### src/rtl/ysyx_25040101_lsu_ctrl_if.sv
// ysyx_25040101_lsu_ctrl_if: EXU request, WBU response and memory bus signals of the LSU; slave = LSU side, master = EXU/WBU/bus side
interface ysyx_25040101_lsu_ctrl_if #(
  parameter int ADDR_W = 32,
  parameter int DATA_W = 32
);
  logic                  req_valid_i;
  logic                  req_ready_o;
  logic                  req_we_i;
  logic [1:0]            req_size_i;
  logic                  req_sext_i;
  logic [ADDR_W-1:0]     req_addr_i;
  logic [DATA_W-1:0]     req_wdata_i;
  logic                  rsp_valid_o;
  logic                  rsp_ready_i;
  logic [DATA_W-1:0]     rsp_rdata_o;
  logic                  rsp_err_o;
  logic                  mem_req_valid_o;
  logic                  mem_req_ready_i;
  logic                  mem_we_o;
  logic [ADDR_W-1:0]     mem_addr_o;
  logic [DATA_W-1:0]     mem_wdata_o;
  logic [DATA_W/8-1:0]   mem_wstrb_o;
  logic                  mem_rsp_valid_i;
  logic [DATA_W-1:0]     mem_rsp_rdata_i;
  logic                  mem_rsp_err_i;
  modport slave (
    input  req_valid_i, req_we_i, req_size_i, req_sext_i, req_addr_i, req_wdata_i,
           rsp_ready_i, mem_req_ready_i, mem_rsp_valid_i, mem_rsp_rdata_i, mem_rsp_err_i,
    output req_ready_o, rsp_valid_o, rsp_rdata_o, rsp_err_o,
           mem_req_valid_o, mem_we_o, mem_addr_o, mem_wdata_o, mem_wstrb_o
  );
  modport master (
    output req_valid_i, req_we_i, req_size_i, req_sext_i, req_addr_i, req_wdata_i,
           rsp_ready_i, mem_req_ready_i, mem_rsp_valid_i, mem_rsp_rdata_i, mem_rsp_err_i,
    input  req_ready_o, rsp_valid_o, rsp_rdata_o, rsp_err_o,
           mem_req_valid_o, mem_we_o, mem_addr_o, mem_wdata_o, mem_wstrb_o
  );
endinterface

### src/rtl/ysyx_25040101_lsu_ctrl.sv
// ysyx_25040101_lsu_ctrl: multi-cycle load/store unit; ports clk_i, rst_i (async, active-high) and bus (EXU req / WBU rsp / memory bus, slave modport)
module ysyx_25040101_lsu_ctrl #(
  parameter int ADDR_W  = 32,
  parameter int DATA_W  = 32,
  parameter int TIMEOUT = 256
) (
  input logic                       clk_i,
  input logic                       rst_i,
  ysyx_25040101_lsu_ctrl_if.slave   bus
);
  localparam int SW = DATA_W / 8;
  localparam int OW = $clog2(SW);
  typedef enum logic [1:0] {IDLE, REQ, WAIT, RESP} state_t;
  state_t r_state, w_next;
  logic r_we, r_sext, r_err, r_stale;
  logic [1:0] r_size;
  logic [OW-1:0] r_off;
  logic [ADDR_W-1:0] r_addr;
  logic [DATA_W-1:0] r_wdata, r_rdata;
  logic [SW-1:0] r_wstrb;
  logic [31:0] r_cnt;
  logic [OW-1:0] w_off, w_amask;
  logic [SW-1:0] w_smask;
  logic w_acc, w_bad, w_take, w_to, w_sb;
  logic [DATA_W-1:0] w_field, w_mask, w_ext;
  assign w_off   = bus.req_addr_i[OW-1:0];
  assign w_amask = ~({OW{1'b1}} << bus.req_size_i);
  assign w_smask = ~({SW{1'b1}} << (4'd1 << bus.req_size_i));
  assign w_acc   = r_state == IDLE && bus.req_valid_i;
  assign w_bad   = (bus.req_size_i == 2'd3 && DATA_W != 64) || |(w_off & w_amask);
  // a response while stale is set belongs to a timed-out access and is dropped
  assign w_take  = r_state == WAIT && bus.mem_rsp_valid_i && !r_stale;
  assign w_to    = TIMEOUT != 0 && r_state == WAIT && !w_take && r_cnt == 32'(TIMEOUT - 1);
  assign w_field = bus.mem_rsp_rdata_i >> {r_off, 3'b000};
  // full-width loads give an all-ones mask, so sext has no effect there
  assign w_mask  = ~({DATA_W{1'b1}} << (7'd8 << r_size));
  assign w_sb    = r_size == 2'd0 ? w_field[7] : r_size == 2'd1 ? w_field[15] :
                   r_size == 2'd2 ? w_field[31] : w_field[DATA_W-1];
  assign w_ext   = r_sext && w_sb ? w_field | ~w_mask : w_field & w_mask;
  assign bus.req_ready_o     = r_state == IDLE;
  assign bus.rsp_valid_o     = r_state == RESP;
  assign bus.rsp_rdata_o     = r_rdata;
  assign bus.rsp_err_o       = r_err;
  assign bus.mem_req_valid_o = r_state == REQ;
  assign bus.mem_we_o        = r_we;
  assign bus.mem_addr_o      = r_addr;
  assign bus.mem_wdata_o     = r_wdata;
  assign bus.mem_wstrb_o     = r_wstrb;
  always_comb begin
    w_next = r_state;
    case (r_state)
      IDLE:    w_next = w_acc ? (w_bad ? RESP : REQ) : IDLE;
      REQ:     w_next = bus.mem_req_ready_i ? WAIT : REQ;
      WAIT:    w_next = w_take || w_to ? RESP : WAIT;
      RESP:    w_next = bus.rsp_ready_i ? IDLE : RESP;
      default: w_next = IDLE;
    endcase
  end
  always_ff @(posedge clk_i or posedge rst_i)
    if (rst_i) r_state <= IDLE;
    else r_state <= w_next;
  always_ff @(posedge clk_i or posedge rst_i) begin
    if (rst_i) begin
      r_we    <= 1'b0;
      r_sext  <= 1'b0;
      r_size  <= '0;
      r_off   <= '0;
      r_addr  <= '0;
      r_wdata <= '0;
      r_wstrb <= '0;
      r_rdata <= '0;
      r_err   <= 1'b0;
      r_cnt   <= '0;
      r_stale <= 1'b0;
    end else begin
      if (w_acc) begin
        r_we    <= bus.req_we_i;
        r_sext  <= bus.req_sext_i;
        r_size  <= bus.req_size_i;
        r_off   <= w_off;
        r_addr  <= {bus.req_addr_i[ADDR_W-1:OW], {OW{1'b0}}};
        r_wdata <= bus.req_wdata_i << {w_off, 3'b000};
        r_wstrb <= bus.req_we_i ? w_smask << w_off : '0;
        r_rdata <= '0;
        r_err   <= w_bad;
      end else if (w_take) begin
        r_rdata <= r_we || bus.mem_rsp_err_i ? '0 : w_ext;
        r_err   <= bus.mem_rsp_err_i;
      end else if (w_to) begin
        r_rdata <= '0;
        r_err   <= 1'b1;
      end
      if (r_state == REQ && bus.mem_req_ready_i) r_cnt <= '0;
      else if (r_state == WAIT) r_cnt <= r_cnt + 32'd1;
      if (w_to) r_stale <= 1'b1;
      else if (bus.mem_rsp_valid_i) r_stale <= 1'b0;
    end
  end
endmodule

### src/flat_wrapper.sv
// flat-port wrapper written by rule: the top's interface ports become plain ports
module ysyx_25040101_lsu_ctrl_flat 
#(
  parameter int ADDR_W  = 32,
  parameter int DATA_W  = 32,
  parameter int TIMEOUT = 256
)
  (clk_i, rst_i, bus_req_valid_i, bus_req_we_i, bus_req_size_i, bus_req_sext_i, bus_req_addr_i, bus_req_wdata_i, bus_rsp_ready_i, bus_mem_req_ready_i, bus_mem_rsp_valid_i, bus_mem_rsp_rdata_i, bus_mem_rsp_err_i, bus_req_ready_o, bus_rsp_valid_o, bus_rsp_rdata_o, bus_rsp_err_o, bus_mem_req_valid_o, bus_mem_we_o, bus_mem_addr_o, bus_mem_wdata_o, bus_mem_wstrb_o);
  ysyx_25040101_lsu_ctrl_if #(.ADDR_W(ADDR_W), .DATA_W(DATA_W)) bus_i ();
  input logic clk_i;
  input logic rst_i;
  input wire logic [$bits(bus_i.req_valid_i)-1:0] bus_req_valid_i;
  input wire logic [$bits(bus_i.req_we_i)-1:0] bus_req_we_i;
  input wire logic [$bits(bus_i.req_size_i)-1:0] bus_req_size_i;
  input wire logic [$bits(bus_i.req_sext_i)-1:0] bus_req_sext_i;
  input wire logic [$bits(bus_i.req_addr_i)-1:0] bus_req_addr_i;
  input wire logic [$bits(bus_i.req_wdata_i)-1:0] bus_req_wdata_i;
  input wire logic [$bits(bus_i.rsp_ready_i)-1:0] bus_rsp_ready_i;
  input wire logic [$bits(bus_i.mem_req_ready_i)-1:0] bus_mem_req_ready_i;
  input wire logic [$bits(bus_i.mem_rsp_valid_i)-1:0] bus_mem_rsp_valid_i;
  input wire logic [$bits(bus_i.mem_rsp_rdata_i)-1:0] bus_mem_rsp_rdata_i;
  input wire logic [$bits(bus_i.mem_rsp_err_i)-1:0] bus_mem_rsp_err_i;
  output wire logic [$bits(bus_i.req_ready_o)-1:0] bus_req_ready_o;
  output wire logic [$bits(bus_i.rsp_valid_o)-1:0] bus_rsp_valid_o;
  output wire logic [$bits(bus_i.rsp_rdata_o)-1:0] bus_rsp_rdata_o;
  output wire logic [$bits(bus_i.rsp_err_o)-1:0] bus_rsp_err_o;
  output wire logic [$bits(bus_i.mem_req_valid_o)-1:0] bus_mem_req_valid_o;
  output wire logic [$bits(bus_i.mem_we_o)-1:0] bus_mem_we_o;
  output wire logic [$bits(bus_i.mem_addr_o)-1:0] bus_mem_addr_o;
  output wire logic [$bits(bus_i.mem_wdata_o)-1:0] bus_mem_wdata_o;
  output wire logic [$bits(bus_i.mem_wstrb_o)-1:0] bus_mem_wstrb_o;
  assign bus_i.req_valid_i = bus_req_valid_i;
  assign bus_i.req_we_i = bus_req_we_i;
  assign bus_i.req_size_i = bus_req_size_i;
  assign bus_i.req_sext_i = bus_req_sext_i;
  assign bus_i.req_addr_i = bus_req_addr_i;
  assign bus_i.req_wdata_i = bus_req_wdata_i;
  assign bus_i.rsp_ready_i = bus_rsp_ready_i;
  assign bus_i.mem_req_ready_i = bus_mem_req_ready_i;
  assign bus_i.mem_rsp_valid_i = bus_mem_rsp_valid_i;
  assign bus_i.mem_rsp_rdata_i = bus_mem_rsp_rdata_i;
  assign bus_i.mem_rsp_err_i = bus_mem_rsp_err_i;
  assign bus_req_ready_o = bus_i.req_ready_o;
  assign bus_rsp_valid_o = bus_i.rsp_valid_o;
  assign bus_rsp_rdata_o = bus_i.rsp_rdata_o;
  assign bus_rsp_err_o = bus_i.rsp_err_o;
  assign bus_mem_req_valid_o = bus_i.mem_req_valid_o;
  assign bus_mem_we_o = bus_i.mem_we_o;
  assign bus_mem_addr_o = bus_i.mem_addr_o;
  assign bus_mem_wdata_o = bus_i.mem_wdata_o;
  assign bus_mem_wstrb_o = bus_i.mem_wstrb_o;
  ysyx_25040101_lsu_ctrl #(.ADDR_W(ADDR_W), .DATA_W(DATA_W), .TIMEOUT(TIMEOUT)) u_core (.clk_i(clk_i), .rst_i(rst_i), .bus(bus_i));
endmodule
### config.mk
export PLATFORM = sky130hd
export DESIGN_NAME = ysyx_25040101_lsu_ctrl_flat
export DESIGN_NICKNAME = d
export VERILOG_FILES = /design/src/rtl/ysyx_25040101_lsu_ctrl_if.sv /design/src/rtl/ysyx_25040101_lsu_ctrl.sv /design/src/flat_wrapper.sv
export SDC_FILE = /design/constraint.sdc
export NUM_CORES = 1
export LEC_CHECK = 0
export BUFFER_PORTS_ARGS = -buffer_cell sky130_fd_sc_hd__buf_4
export CORE_MARGIN = 3
export CORE_UTILIZATION = 35
export CTS_BUF_LIST = sky130_fd_sc_hd__clkbuf_2 sky130_fd_sc_hd__clkbuf_4 sky130_fd_sc_hd__clkbuf_8
export CTS_CLUSTER_SIZE = 12
export DETAILED_ROUTE_END_ITERATION = 12
export PLACE_DENSITY = 0.66
export SYNTH_ARGS = -nofsm -noshare
export SYNTH_HDL_FRONTEND = slang
export SYNTH_SLANG_ARGS = --single-unit
### constraint.sdc
create_clock -name clk_i -period 8.43 [get_ports clk_i]
set_input_delay 0.4215 -clock clk_i [delete_from_list [all_inputs] [get_ports clk_i]]
set_output_delay 0.4215 -clock clk_i [all_outputs]
set_load 0.02 [all_outputs]
==> out/qor.yml <==
floorplan:
  core-area_um2: 19100
  initial_core_util_pct: 36.4
  chipWidth_um: 147
  io_pins: 212
  rows: 50
  die_h_um: 147
  dieArea_um2: 21600
sta:
  skew_ns: 0.0193
  slew_headroom_pct: 26.7
  slew_violations: 0
  grt_setup_unrepaired: "no"
  setup_tns_ns: 0
  finalCritPeriodShare_pct: 32.5
  setup_viol: 0
  tightest_slew_ns: 1.09
  hold_viol: 0
  fmax_ghz: 0.365
  period_minus_slack_ns: 2.74
power:
  power.density_nw_per_um2: 318
  vdd_drop_max_uv: 185
  leakage_nw: 4.54
synth:
  ys_ff_latch: 140
  ys_types: 51
  synth_seq_area_share_pct: 50.3
  synth_warnings: 0
  avgSynthCellArea_um2: 9.36
  synth-edff-count: 0
  synth_ff_type: "dfrtp_1"
  synth_area_um2: 6960
  synth_area_leaders: "dfrtp_1 (50%), nand2_1 (11%), mux2i_1 (6.9%)"
  synthCells: 744
  yosysTopAreaCell: "dfrtp_1"
  synthArstFlopShare_pct: 100
  synth_top_area_share_pct: 50.3
drt:
  vias: 6151
  drtIter0Drc: 473
  routed_wl_um: 20500
  postRouteAntennaNets: 0
  routedWlPerCell_um: 17.1
  remaining_drc_errors: 0
  dr.pass1.iters: 5
  vias_per_cell: 5.13
worst_setup_path:
  slowest_delay_ns: 1.04
  end_kind: "flip-flop"
  cp_data_arrival_time_ns: 3.01
  r2r_slack_ns: 5.69
  cp_max_fo: 17
  critPathLaunchType: "flip-flop"
  critPathSlowestCell: "nor3_2"
  cp_cell_sequence: "and2b_1 > nand4_1 > nor3_2 > o211ai_1"
  crit_type: "reg -> reg"
  crit_buf_inv: 0
  cp.required_ns: 8.70
  path_delay_family: "simple AND/OR/NAND/NOR gates"
cts:
  cts_hold_buf: 0
  cts_sinks: 140
  clk_pin_slew_worst_paths_ns: 0.09
  cts_tree: "built"
  cts_resized: 0
  cts-root-buf: "clkbuf_8"
  cts_max_path_buffers: 2
  postCtsSetupRepairBufs: 0
  h-tree-depth: 4
  clk_latency_ns: 0.45
  numCtsBuffers: 17
grt:
  grt_pass1_wl_um: 33000
  grt_pass1_vias: 5911
  grt_max_degree: 79
  grt_use_total_pct: 18.9
  antenna_found_initial: 0
  grt_remaining_overflow: 0
finish:
  insertedDiodeCount: 0
  finalInstanceArea_um2: 9120
  area_delta_synth_final_pct: 31.0
  fin_nets: 1035
  layout-drive-gt1-share_pct: 29.3
hold_path:
  hp-class: "in -> async"
placement:
  gp_congestion: 0.823
  placed_area_um2: 8720
  dp_hpwl_um: 14500
  place.port_buffers: 209
status:
  status: "finished, final reports clean"
flow_run:
  max-cap-violations: 0
## state kept, by name, indices dropped and copies added (netlist names)
signal and count:
u_core.bus.mem_wstrb_o 4, u_core.r_stale 1, u_core.r_cnt 32, u_core.bus.mem_wdata_o 32, u_core.r_sext 1, u_core.r_off 2
u_core.bus.mem_we_o 1, u_core.r_size 2, u_core.bus.rsp_err_o 1, u_core.r_state 2, u_core.bus.rsp_rdata_o 32, u_core.bus.mem_addr_o 30
## power breakdown
group	switching [W]	internal (W)	total (W)	leakage, nW
combinational	0.000776	0.000520	0.00130	2.51
sequential	0.000152	0.000896	0.00105	1.84
clock	0.000268	0.000288	0.000556	0.191
total	0.00120	0.00170	0.00290	4.54
## cell type report
type                       count  area, µm²
multi-input combinational    537       3200
clock inverter                10        116
tap                          260        325
sequential                   140       3500
fill                        1857      10000
timing repair buffer         218       1640
clock buffer                  22        284
inverter                      13       53.8
## per-stage QoR
stage | setup slack (ns) | total power (W) | util [%] | instances | hold WS [ns]
3_5_place_dp | 5.70 | 0.00237 | 45.5 | 1168 | 0.458
6_report | 5.69 | 0.00290 | 47.6 | 1200 | 0.100
5_1_grt | 5.38 | 0.00309 | 47.6 | 1200 | 0.129
3_3_place_gp | 5.76 | 0.00235 | 45.5 | 1168 | 0.455
2_1_floorplan | 4.26 | 0.00182 | - | 745 | 0.446
4_1_cts | 5.71 | 0.00293 | 47.6 | 1200 | 0.116
## synthesized netlist by cell type, types with 3 or more instances
cell	number
mux2_2	16
nand4_1	16
o22ai_1	8
nor2_1	26
buf_2	8
nor4_1	8
mux2i_1	48
a211oi_1	22
o21ai_0	17
nand3_1	37
nor3_1	3
and3_1	6
nor3b_1	8
a32o_1	8
inv_1	13
dfrtp_1	140
o211ai_1	19
nand2_1	197
clkbuf_1	36
buf_1	9
nor2b_1	20
a21oi_1	24
o31ai_1	23
## routing by layer
metal,global-route usage (%),routed length [µm]
met5,0,0
met3,4.81,1250
met2,28.6,9420
met1,26.8,9500
met4,5.73,360
## placed cells by master, fill, tap and decap left out, drive strengths merged, types with 17 or more instances in the layout
cell	synthesis	routed
a211oi	22	22
a21oi	24	24
buf	19	218
clkbuf	36	22
dfrtp	140	140
mux2i	48	48
nand2	197	197
nand3	37	37
nor2	26	26
nor2b	20	20
o211ai	19	19
o21ai	17	17
o31ai	23	23
## path summary, 6_finish.rpt
kind                                                       start                                     end  cells after the start
max                                  u_core.r_state[0]$_DFF_PP0_  u_core.bus.rsp_rdata_o[23]$_DFFE_PP0P_                      4
min                                                        rst_i   u_core.bus.mem_addr_o[16]$_DFFE_PP0P_                      2
max reg2reg                          u_core.r_state[0]$_DFF_PP0_  u_core.bus.rsp_rdata_o[23]$_DFFE_PP0P_                      4
min reg2reg                u_core.bus.mem_wstrb_o[0]$_DFFE_PP0P_   u_core.bus.mem_wstrb_o[0]$_DFFE_PP0P_                      2
max in group asynchronous                                  rst_i             u_core.r_cnt[1]$_DFFE_PP0P_                      3
min in group clk_i                             bus_req_addr_i[6]    u_core.bus.mem_addr_o[6]$_DFFE_PP0P_                      3
## cells by family (layout without fill, tap and decap cells)
kind of cell / after synthesis / in the layout / synth area share [%]
buf+inv: 68 / 263 / 3.92
fa+ha+maj: 1 / 1 / 0.180
mux: 65 / 65 / 9.81
compound gates: 134 / 134 / 13.4
simple gates: 335 / 335 / 22.3
flops: 140 / 140 / 50.3
other cells: 1 / 2 / 0.0538
(Power assumes the default switching activity.)
